File: config.mk
export PLATFORM = sky130hd
export DESIGN_NAME = forwarding_control_unit
export DESIGN_NICKNAME = d
export VERILOG_FILES = /design/src/rtl/forwarding_control_unit.sv
export SDC_FILE = /design/constraint.sdc
export NUM_CORES = 1
export LEC_CHECK = 0
export ABC_AREA = 1
export ABC_CLOCK_PERIOD_IN_PS = 4500
export CAP_MARGIN = 5
export CORE_MARGIN = 2
export CORE_UTILIZATION = 50
export CTS_CLUSTER_SIZE = 10
export DETAILED_ROUTE_END_ITERATION = 12
export GPL_ROUTABILITY_DRIVEN = 0
export GPL_TIMING_DRIVEN = 0
export PLACE_DENSITY = 0.78
export REMOVE_ABC_BUFFERS = 1
export SYNTH_ARGS = -nofsm -noshare
export SYNTH_HDL_FRONTEND = slang
export SYNTH_SLANG_ARGS = --single-unit
File: constraint.sdc
create_clock -name clk -period 4.5 [get_ports clk]
set_input_delay 0.9 -clock clk [delete_from_list [all_inputs] [get_ports clk]]
set_output_delay 0.9 -clock clk [all_outputs]
set_load 0.05 [all_outputs]
File: src/rtl/forwarding_control_unit.sv
// ============================================================================
// forwarding_control_unit: destination-tag pipeline and operand bypass selects
// Revision: 1.0
// ============================================================================
`default_nettype none

module forwarding_control_unit #(
  parameter int ADDR_W = 5,
  parameter int CNT_W  = 16
) (
  input  logic              clk,
  input  logic              rst_n,
  input  logic              issue,
  input  logic              wr_en,
  input  logic [ADDR_W-1:0] RA,
  input  logic [ADDR_W-1:0] RB,
  input  logic [ADDR_W-1:0] RW,
  input  logic              hold,
  input  logic              flush,
  output logic [1:0]        mux_sel_A,
  output logic [1:0]        mux_sel_B,
  output logic [ADDR_W-1:0] RW_dm,
  output logic              we_dm,
  output logic [CNT_W-1:0]  fwd_count
);

  localparam logic [1:0] SEL_BANK = 2'b00;
  localparam logic [1:0] SEL_EX   = 2'b01;
  localparam logic [1:0] SEL_DM   = 2'b10;
  localparam logic [1:0] SEL_WB   = 2'b11;

  localparam logic [CNT_W-1:0] CNT_MAX = {CNT_W{1'b1}};

  logic              ex_valid_q, ex_valid_d;
  logic [ADDR_W-1:0] ex_addr_q,  ex_addr_d;
  logic              dm_valid_q, dm_valid_d;
  logic [ADDR_W-1:0] dm_addr_q,  dm_addr_d;
  logic              wb_valid_q, wb_valid_d;
  logic [ADDR_W-1:0] wb_addr_q,  wb_addr_d;
  logic [1:0]        sel_a_q,    sel_a_d;
  logic [1:0]        sel_b_q,    sel_b_d;
  logic [CNT_W-1:0]  fwd_count_q, fwd_count_d;

  // Youngest producer wins; register 0 is an ordinary forwardable address.
  function automatic logic [1:0] pick_source(
    input logic [ADDR_W-1:0] src,
    input logic              ex_v,
    input logic [ADDR_W-1:0] ex_a,
    input logic              dm_v,
    input logic [ADDR_W-1:0] dm_a,
    input logic              wb_v,
    input logic [ADDR_W-1:0] wb_a
  );
    logic [1:0] sel;
    sel = SEL_BANK;
    if (ex_v && (ex_a == src)) begin
      sel = SEL_EX;
    end else if (dm_v && (dm_a == src)) begin
      sel = SEL_DM;
    end else if (wb_v && (wb_a == src)) begin
      sel = SEL_WB;
    end
    return sel;
  endfunction

  always_comb begin
    ex_valid_d  = ex_valid_q;
    ex_addr_d   = ex_addr_q;
    dm_valid_d  = dm_valid_q;
    dm_addr_d   = dm_addr_q;
    wb_valid_d  = wb_valid_q;
    wb_addr_d   = wb_addr_q;
    sel_a_d     = sel_a_q;
    sel_b_d     = sel_b_q;
    fwd_count_d = fwd_count_q;

    if (!hold) begin
      ex_valid_d = issue & wr_en & ~flush;
      ex_addr_d  = RW;
      dm_valid_d = ex_valid_q;
      dm_addr_d  = ex_addr_q;
      wb_valid_d = dm_valid_q;
      wb_addr_d  = dm_addr_q;

      // Selects are resolved against pre-edge tags so they line up with the
      // registered bank read data on the next cycle.
      if (issue && !flush) begin
        sel_a_d = pick_source(RA, ex_valid_q, ex_addr_q, dm_valid_q, dm_addr_q,
                              wb_valid_q, wb_addr_q);
        sel_b_d = pick_source(RB, ex_valid_q, ex_addr_q, dm_valid_q, dm_addr_q,
                              wb_valid_q, wb_addr_q);
      end else begin
        sel_a_d = SEL_BANK;
        sel_b_d = SEL_BANK;
      end

      if (((sel_a_d != SEL_BANK) || (sel_b_d != SEL_BANK)) &&
          (fwd_count_q != CNT_MAX)) begin
        fwd_count_d = fwd_count_q + 1'b1;
      end
    end
  end

  always_ff @(posedge clk or negedge rst_n) begin
    if (!rst_n) begin
      ex_valid_q  <= 1'b0;
      ex_addr_q   <= '0;
      dm_valid_q  <= 1'b0;
      dm_addr_q   <= '0;
      wb_valid_q  <= 1'b0;
      wb_addr_q   <= '0;
      sel_a_q     <= SEL_BANK;
      sel_b_q     <= SEL_BANK;
      fwd_count_q <= '0;
    end else begin
      ex_valid_q  <= ex_valid_d;
      ex_addr_q   <= ex_addr_d;
      dm_valid_q  <= dm_valid_d;
      dm_addr_q   <= dm_addr_d;
      wb_valid_q  <= wb_valid_d;
      wb_addr_q   <= wb_addr_d;
      sel_a_q     <= sel_a_d;
      sel_b_q     <= sel_b_d;
      fwd_count_q <= fwd_count_d;
    end
  end

  assign mux_sel_A = sel_a_q;
  assign mux_sel_B = sel_b_q;
  assign RW_dm     = dm_addr_q;
  assign we_dm     = dm_valid_q;
  assign fwd_count = fwd_count_q;

endmodule

`default_nettype wire

==> out/qor.txt, run 1 <==
number of global-route vias before repair - 2,145
Post-Place Cells - 420
Core Footprint - 0.00444 mm²
I/O pin count - 47
clk_skew - 0.00420 ns
setup ws final - 0.945 ns
CTS Buf Count - 5
Mean Syn Cell Area - 7.07 µm²
fraction of layout instances using a drive strength above 1 - 5.32%
cts hold-fix bufs - 0
Power Dens Cells - 276 mW/mm²
CP max stage cell - inv_1
Post-Layout Inst Area - 0.00291 mm²
Peak VDD IR - 212 µV
fin crit period - 3.56 ns
initial antenna violation count - 0
RSZ-0062 raised after global routing - false
Final Hold Viols - 0
Worst Max-Slew Pin Slew - 0.989 ns
Critical path origin - hold
hold crit path type - flop to flop
first-pass iteration count of the detailed router - 4
Initial DRC Count - 137
worst setup path endpoint - fwd_count[13]
data arrival time of the worst path - 3.74 ns
Fillers - 432
GRT overflow - 0
reg2reg end - fwd_count[10]
CTS sink cnt - 38
Ant. Diodes - 0
CTS Buffer Depth - 2
Routed WL - 5.60 mm
critical path cell sequence - clkdlybuf4s50_1 > inv_1 > nand4_1 > nor3_1 > nand3_1 > nor2_1 > nand3_1 > nand2_1 > nand2_1
gate count of the mapped netlist - 331
Reg-to-Reg Start - fwd_count[0]
max-cap viol count - 0
Overall Global Routing Usage - 22.9%
Die W - 72.4 µm
Critical Path Max Stage Delay - 0.98 ns
reg-to-reg slack, setup - 2.43 ns
first-pass GRT wire length - 9.49 mm
clock-pin slew on the worst setup and hold paths - 0.07 ns
# setup viols final - 0
CP max FO - 33
antenna viol nets, final - 0
CTS tree - done
crit share post-route - 79.0%
# resized after CTS - 0
routed length per instance - 13.1 µm
DR top layer - met4
flops & latches, synth - 38
yosys warns - 0
data required time at the worst endpoint - 4.69 ns
type of the worst setup path - input pin to flop
met2 WL post-DR - 2.72 mm
WL met3 - 377 µm
Critical Path Source Type - input pin
Final HPWL DP - 3.89 mm
Seq/Total Area, Yosys - 40.6%
Starting Density - 52.7%
outcome - finished clean
Setup WS pre-CTS - 0.655 ns
Synth cell types - 27
IO Port Bufs - 46
commonest non-fill, non-tap cell in the layout - nand2_1
Die Span Y - 72.4 µm
final net count - 397
max frequency - 281 MHz
Rel. slew slack - 34.0%
largest net degree at the start of global routing - 39
area of placed instances - 0.00282 mm²
CP Depth - 9
area delta synth->final - 24.3%
Non-Filler Instances - 428
R2R cell count - 9
via/cell ratio - 5.32
WP buf/inv - 2
LEAKAGE - 1.46 nW
drt drc - 0
Root Buffer - clkbuf_8
commonest non-fill, non-tap cells in the layout - nand2_1 (131), clkdlybuf4s50_1 (45), dfrtp_1 (38), inv_1 (31), nor2_1 (26)
CP endpoint kind - flop
vias - 2,275
routed length on met1 - 2.39 mm
setup TNS - 0 ns
Top delay family on crit path - buffers and inverters
H-Tree Depth - 2
Mapped Area - 0.00234 mm²
Die ar. - 0.00525 mm²
post-CTS setup buffers - 0
Final Util - 65.5%
fin. max-slew vios - 0
num rows - 24
Skew-Pair Late Insertion Delay - 0.29 ns
==> worst min-delay path: cells and delay by family (launching register included) <==
| kind | cells | cell delay (ns) |
|---|---|---|
| AND/OR/NAND/NOR | 2 | 0.10 |
| flip-flops | 1 | 0.35 |
==> sequential cells by signal (all words and copies together), names as in the netlist, 2 cells and up <==
signal	count
fwd_count	16
RW_dm	5
ex_addr_q	5
wb_addr_q	5
mux_sel_A	2
mux_sel_B	2
==> cells in the mapped netlist (all sizes together) <==
library cell  instances  area [µm²]
inv                  33         124
a22oi                 1        7.51
o21ai                25         125
clkbuf                6        22.5
nor4                  2        12.5
a31o                  2        17.5
nand2               133         509
dfrtp                38         951
nand3                18         100
nor2                 27         109
nand4                21         146
xor2                 10        87.6
nor3                  3        26.3
nor3b                 1        12.5
ha                    1        12.5
nand3b                1        7.51
xnor2                 5        43.8
a21oi                 1        5.00
buf                   3        21.3
==> per-layer routing <==
metal	global-route usage [%]	vias to the layer above
li1	-	1148
met1	28.9	1043
met2	38.7	69
met3	5.28	15
met4	7.82	0
met5	0	-
==> cell type report <==
type	instances	area, µm²	area share (%)
inverters	33	124	4.26
well taps	52	65.1	2.24
clock inverters	1	5.00	0.172
flip-flops and latches	38	951	32.7
multi-input cells	251	1220	42.0
clock buffers	7	86.3	2.97
repair buffers	46	455	15.7
==> stage by stage <==
step	hold WS (ns)	power (mW)
CTS	0.488	0.812
global route	0.524	0.846
global placement	0.467	0.562
floorplan	0.466	0.492
detailed placement	0.469	0.564
finish	0.482	0.804
==> how the worst min path moves through the flow <==
stage | from | to | depth (start not counted)
after floorplan | wb_valid_q | wb_valid_q | 2
after global placement | mux_sel_B[0] | mux_sel_B[0] | 2
after detailed placement | mux_sel_B[0] | mux_sel_B[0] | 2
after CTS | mux_sel_B[0] | mux_sel_B[0] | 2
after global routing | mux_sel_A[0] | mux_sel_A[0] | 2
final | mux_sel_B[0] | mux_sel_B[0] | 2
==> cell families after synthesis <==
| kind of cell | count (synthesis) | share of synthesized area, % |
|---|---|---|
| AOI/OAI and AO/OA | 29 | 6.63 |
| xor gates and xnor gates | 15 | 5.61 |
| adders and majority gates | 1 | 0.534 |
| buffers and inverters | 42 | 7.16 |
| DFF | 38 | 40.6 |
| and+or+nand+nor | 206 | 39.4 |
==> where the power goes <==
group	total, mW	internal (mW)	switching, mW
logic	0.173	0.0608	0.112
clock network	0.245	0.124	0.122
registers	0.386	0.362	0.0235
No activity file was read; power rests on OpenSTA's default activity.
==> run 2, diff against run 1 <==
- ABC_CLOCK_PERIOD_IN_PS: 4500 -> 3010
- CORE_UTILIZATION: 50 -> 47
- PLACE_DENSITY: 0.78 -> 0.77
- clock period: 4.5 -> 3.01 ns (I/O delays scaled with it)
==> out/qor.txt, run 2 (same netlist as run 1, synthesis figures left out) <==
outcome - finished clean
Root Buffer - clkbuf_8
CTS tree - done
Core Footprint - 0.00475 mm²
hold crit path type - input pin to asynchronous set/reset pin
Critical Path Source Type - input pin
Rel. slew slack - 36.1%
clock-pin slew on the worst setup and hold paths - 0.07 ns
Worst Max-Slew Pin Slew - 0.957 ns
fin crit period - 2.46 ns
switching share of power - 33.0%
GRT overflow - 0
final net count - 398
CTS Buffer Depth - 2
CTS sink cnt - 38
Peak VDD IR - 316 µV
routed length per instance - 13.0 µm
largest net degree at the start of global routing - 39
LEAKAGE - 1.46 nW
CP endpoint kind - flop
type of the worst setup path - input pin to flop
# setup viols final - 0
Final Hold Viols - 0
Critical Path Max Stage Delay - 0.56 ns
max FFs per register - 16
vias - 2,295
first-pass iteration count of the detailed router - 4
cts hold-fix bufs - 0
RSZ-0062 raised after global routing - false
commonest non-fill, non-tap cells in the layout - nand2_1 (131), clkdlybuf4s50_1 (44), dfrtp_1 (38), inv_1 (30), nor2_1 (26)
Top delay family on crit path - simple AND/OR/NAND/NOR gates
I/O pin count - 47
fin. max-slew vios - 0
Die Span Y - 74.6 µm
number of global-route vias before repair - 2,210
Skew-Pair Late Insertion Delay - 0.30 ns
Final HPWL DP - 3.99 mm
max frequency - 406 MHz
antenna viol nets, final - 0
data required time at the worst endpoint - 3.19 ns
first-pass GRT wire length - 9.96 mm
Starting Density - 49.2%
Die W - 74.6 µm
setup ws final - 0.546 ns
IO Port Bufs - 46
WP buf/inv - 2
clock network power share - 28.7%
Fillers - 432
critical path cell sequence - clkdlybuf4s50_1 > inv_1 > nand2_1 > nand2_1 > nor2_1 > nand3_1 > a31o_2 > nand2_4 > nand3_2 > nand2_1 > nand2_1
CP max FO - 19
Post-Place Cells - 435
CTS Buf Count - 5
Top cell by count, worst path - nand2_1
Overall Global Routing Usage - 23.3%
Internal - 788 µW
Initial DRC Count - 141
Ant. Diodes - 0
Power Dens Cells - 402 mW/mm²
Routed WL - 5.76 mm
net switching power - 388 µW
area delta synth->final - 25.0%
Final Util - 61.6%
fraction of layout instances using a drive strength above 1 - 5.85%
Non-Filler Instances - 443
Sequential Power Share - 49.0%
num rows - 25
clk_skew - 0.00630 ns
max-cap viol count - 0
Comb power frac - 22.3%
Die ar. - 0.00556 mm²
Setup WS pre-CTS - -0.529 ns
crit share post-route - 81.9%
CP max stage cell - clkdlybuf4s50_1
commonest non-fill, non-tap cell in the layout - nand2_1
initial antenna violation count - 0
H-Tree Depth - 2
drt drc - 0
via/cell ratio - 5.18
data arrival time of the worst path - 2.65 ns
[run 2: layout make-up]
type / instances / area [µm²] / share of cell area, %
clock buffer: 5 / 68.8 / 2.35
clock inverter: 2 / 10.0 / 0.342
inverter: 33 / 128 / 4.36
multi-input combinational: 251 / 1220 / 41.8
sequential: 38 / 951 / 32.5
tap: 67 / 83.8 / 2.86
timing repair buffer: 46 / 458 / 15.6
timing repair inverter: 1 / 5.00 / 0.171
[run 2: path summary, 6_finish.rpt]
kind                       slack [ns]    startpoint      endpoint  cells past startpoint
min reg2reg                      0.48  mux_sel_A[0]  mux_sel_A[0]                      2
max                              0.55         RB[1]  fwd_count[4]                     11
max reg2reg                      0.93  fwd_count[0]  fwd_count[4]                      9
min in group clk                 0.48  mux_sel_A[0]  mux_sel_A[0]                      2
max in group asynchronous        2.06         rst_n  wb_addr_q[4]                      1
min                              0.41         rst_n  ex_addr_q[2]                      1
[run 2: repair_timing]
item                       4_1_cts  5_1_grt
setup buffers                    0        0
resized for setup                1        1
setup endpoints to repair        3       11
gates cloned                     1        0
[run 2: per-layer routing]
metal / global-route usage, % / vias to the layer above / part of all wire (%) / wire, µm
met5: 0 / - / 0 / 0
li1: - / 1150 / - / -
met2: 41.0 / 62 / 49 / 2830
met1: 29.8 / 1076 / 44 / 2510
met3: 3.93 / 7 / 5.9 / 339
met4: 5.95 / 0 / 1.2 / 69
[run 2: worst register-to-register path, delay by kind of cell, from the launching register on]
kind / cells / cell delay [ns]
adder cells (fa/ha/maj): 1 / 0.22
flip-flops: 1 / 0.41
AND/OR/NAND/NOR: 8 / 1.38
[run 2: per-stage QoR]
stage	area (µm²)	power [mW]	hold slack, ns	TNS, ns
CTS	2920	1.19	0.445	0
floorplan	2300	0.735	0.306	0
finish	2930	1.18	0.406	0
detailed placement	2840	0.846	0.468	-5.01
global placement	2840	0.841	0.468	-4.42
global route	2930	1.24	0.498	0
[run 2: power by group through the flow]
stage / registers, mW / logic [mW] / clock network, mW
5_1_grt: 0.583 / 0.292 / 0.365
4_1_cts: 0.576 / 0.263 / 0.350
6_report: 0.577 / 0.263 / 0.337
2_1_floorplan: 0.632 / 0.103 / 0
3_3_place_gp: 0.586 / 0.256 / 0
3_5_place_dp: 0.587 / 0.260 / 0
==> run 3, diff against run 2 <==
- ABC_CLOCK_PERIOD_IN_PS: 3010 -> 2600
- CORE_UTILIZATION: 47 -> 50
- PLACE_DENSITY: 0.77 -> 0.78
- clock period: 3.01 -> 2.6 ns (I/O delays scaled with it)
==> out/qor.txt, run 3 (same netlist as run 1, synthesis figures left out) <==
antenna viol nets, final - 0
Final HPWL DP - 3.89 mm
clk_skew - 0.00229 ns
Starting Density - 52.7%
Critical Path Max Stage Delay - 0.60 ns
initial antenna violation count - 0
cts hold-fix bufs - 0
Worst Max-Slew Pin Slew - 0.861 ns
Skew-Pair Late Insertion Delay - 0.29 ns
reg-to-reg slack, setup - 0.53 ns
vias - 2,291
Rel. slew slack - 42.6%
CTS Buffer Depth - 2
Top delay family on crit path - simple AND/OR/NAND/NOR gates
via/cell ratio - 5.34
Power Dens Cells - 479 mW/mm²
fin crit period - 2.35 ns
I/O pin count - 47
Post-Place Cells - 420
register area - 951 µm²
Total Power - 1.40 mW
Peak VDD IR - 370 µV
routed length per instance - 13.3 µm
CTS Buf Count - 5
first-pass iteration count of the detailed router - 4
fraction of layout instances using a drive strength above 1 - 6.10%
final net count - 398
max frequency - 426 MHz
drt drc - 0
area delta synth->final - 24.5%
Initial DRC Count - 158
largest net degree at the start of global routing - 39
Critical Path Source Type - input pin
Final Hold Viols - 0
CP max stage cell - clkdlybuf4s50_1
IO Port Bufs - 46
CTS sink cnt - 38
setup TNS - 0 ns
data arrival time of the worst path - 2.53 ns
clock-pin slew on the worst setup and hold paths - 0.08 ns
Die Span Y - 72.4 µm
Die W - 72.4 µm
Multi-input gate area - 0.00122 mm²
Post-Layout Inst Area - 0.00292 mm²
WP buf/inv - 2
hold crit path type - input pin to asynchronous set/reset pin
GRT overflow - 0
Core Footprint - 0.00444 mm²
post-CTS setup buffers - 0
max-cap viol count - 0
Overall Global Routing Usage - 23.3%
fin. max-slew vios - 0
outcome - finished clean
max FFs per register - 16
commonest non-fill, non-tap cell in the layout - nand2_1
Non-Filler Instances - 429
data required time at the worst endpoint - 2.78 ns
CTS tree - done
type of the worst setup path - input pin to flop
# setup viols final - 0
number of global-route vias before repair - 2,148
Die ar. - 0.00525 mm²
area of placed instances - 0.00282 mm²
CP max FO - 19
Root Buffer - clkbuf_8
Top cell by count, worst path - nand2_1
CP endpoint kind - flop
Final Util - 65.6%
crit share post-route - 90.3%
commonest non-fill, non-tap cells in the layout - nand2_1 (131), clkdlybuf4s50_1 (44), dfrtp_1 (38), inv_1 (30), nor2_1 (26)
RSZ-0062 raised after global routing - false
first-pass GRT wire length - 9.58 mm
critical path cell sequence - clkdlybuf4s50_1 > inv_2 > nand2_1 > nand2_1 > nor2_1 > nand3_1 > a31o_2 > nand2_4 > nand3_2 > nand2_1 > nand2_1
H-Tree Depth - 2
LEAKAGE - 1.46 nW
num rows - 24
Ant. Diodes - 0
Fillers - 434
Routed WL - 5.69 mm
==> run 3: area by class of cell <==
cell class	instances	area share [%]
clock buffer	7	2.96
timing repair inverter	1	0.258
timing repair buffer	46	15.5
clock inverter	1	0.172
inverter	33	4.38
multi-input combinational	251	41.9
sequential	38	32.6
tap	52	2.23
==> run 3: worst register-to-register path: cells and delay by family (launching register included) <==
kind                       cells  cell delay [ns]
and+or+nand+nor                8             1.37
adders and majority gates      1             0.22
DFF                            1             0.41
==> run 3: worst paths after layout <==
| path | to | depth (start not counted) | startpoint |
|---|---|---|---|
| setup / recovery | fwd_count[10] | 11 | RB[3] |
| min in group clk | mux_sel_B[0] | 2 | mux_sel_B[0] |
| hold reg to reg | mux_sel_B[0] | 2 | mux_sel_B[0] |
| setup reg to reg | fwd_count[10] | 9 | fwd_count[0] |
| hold / removal | RW_dm[2] | 1 | rst_n |
| max in group asynchronous | fwd_count[0] | 1 | rst_n |
==> run 3: metrics by stage <==
stage	hold WS, ns	setup slack [ns]
2_1_floorplan	0.224	0.425
3_3_place_gp	0.467	-0.844
3_5_place_dp	0.469	-0.865
4_1_cts	0.361	0.0637
5_1_grt	0.416	0.0646
6_report	0.329	0.253
==> run 3: power breakdown <==
part	switching (mW)	leakage, nW	internal [mW]	total, mW
clock	0.213	0.0482	0.214	0.427
sequential	0.0407	0.505	0.627	0.668
combinational	0.196	0.904	0.105	0.300
==> run 3: routing by layer <==
metal | up-vias | share of wire [%] | routed length (µm) | GRT usage [%]
li1 | 1150 | - | - | -
met1 | 1066 | 44 | 2520 | 28.9
met2 | 60 | 49 | 2760 | 40.1
met3 | 15 | 5.2 | 298 | 5.28
met4 | 0 | 2.0 | 114 | 7.82
met5 | - | 0 | 0 | 0
==> run 3: repair_timing <==
item,CTS,global route
endpoints found under the setup margin,16,16
gates resized for setup,3,2
gates cloned,1,0
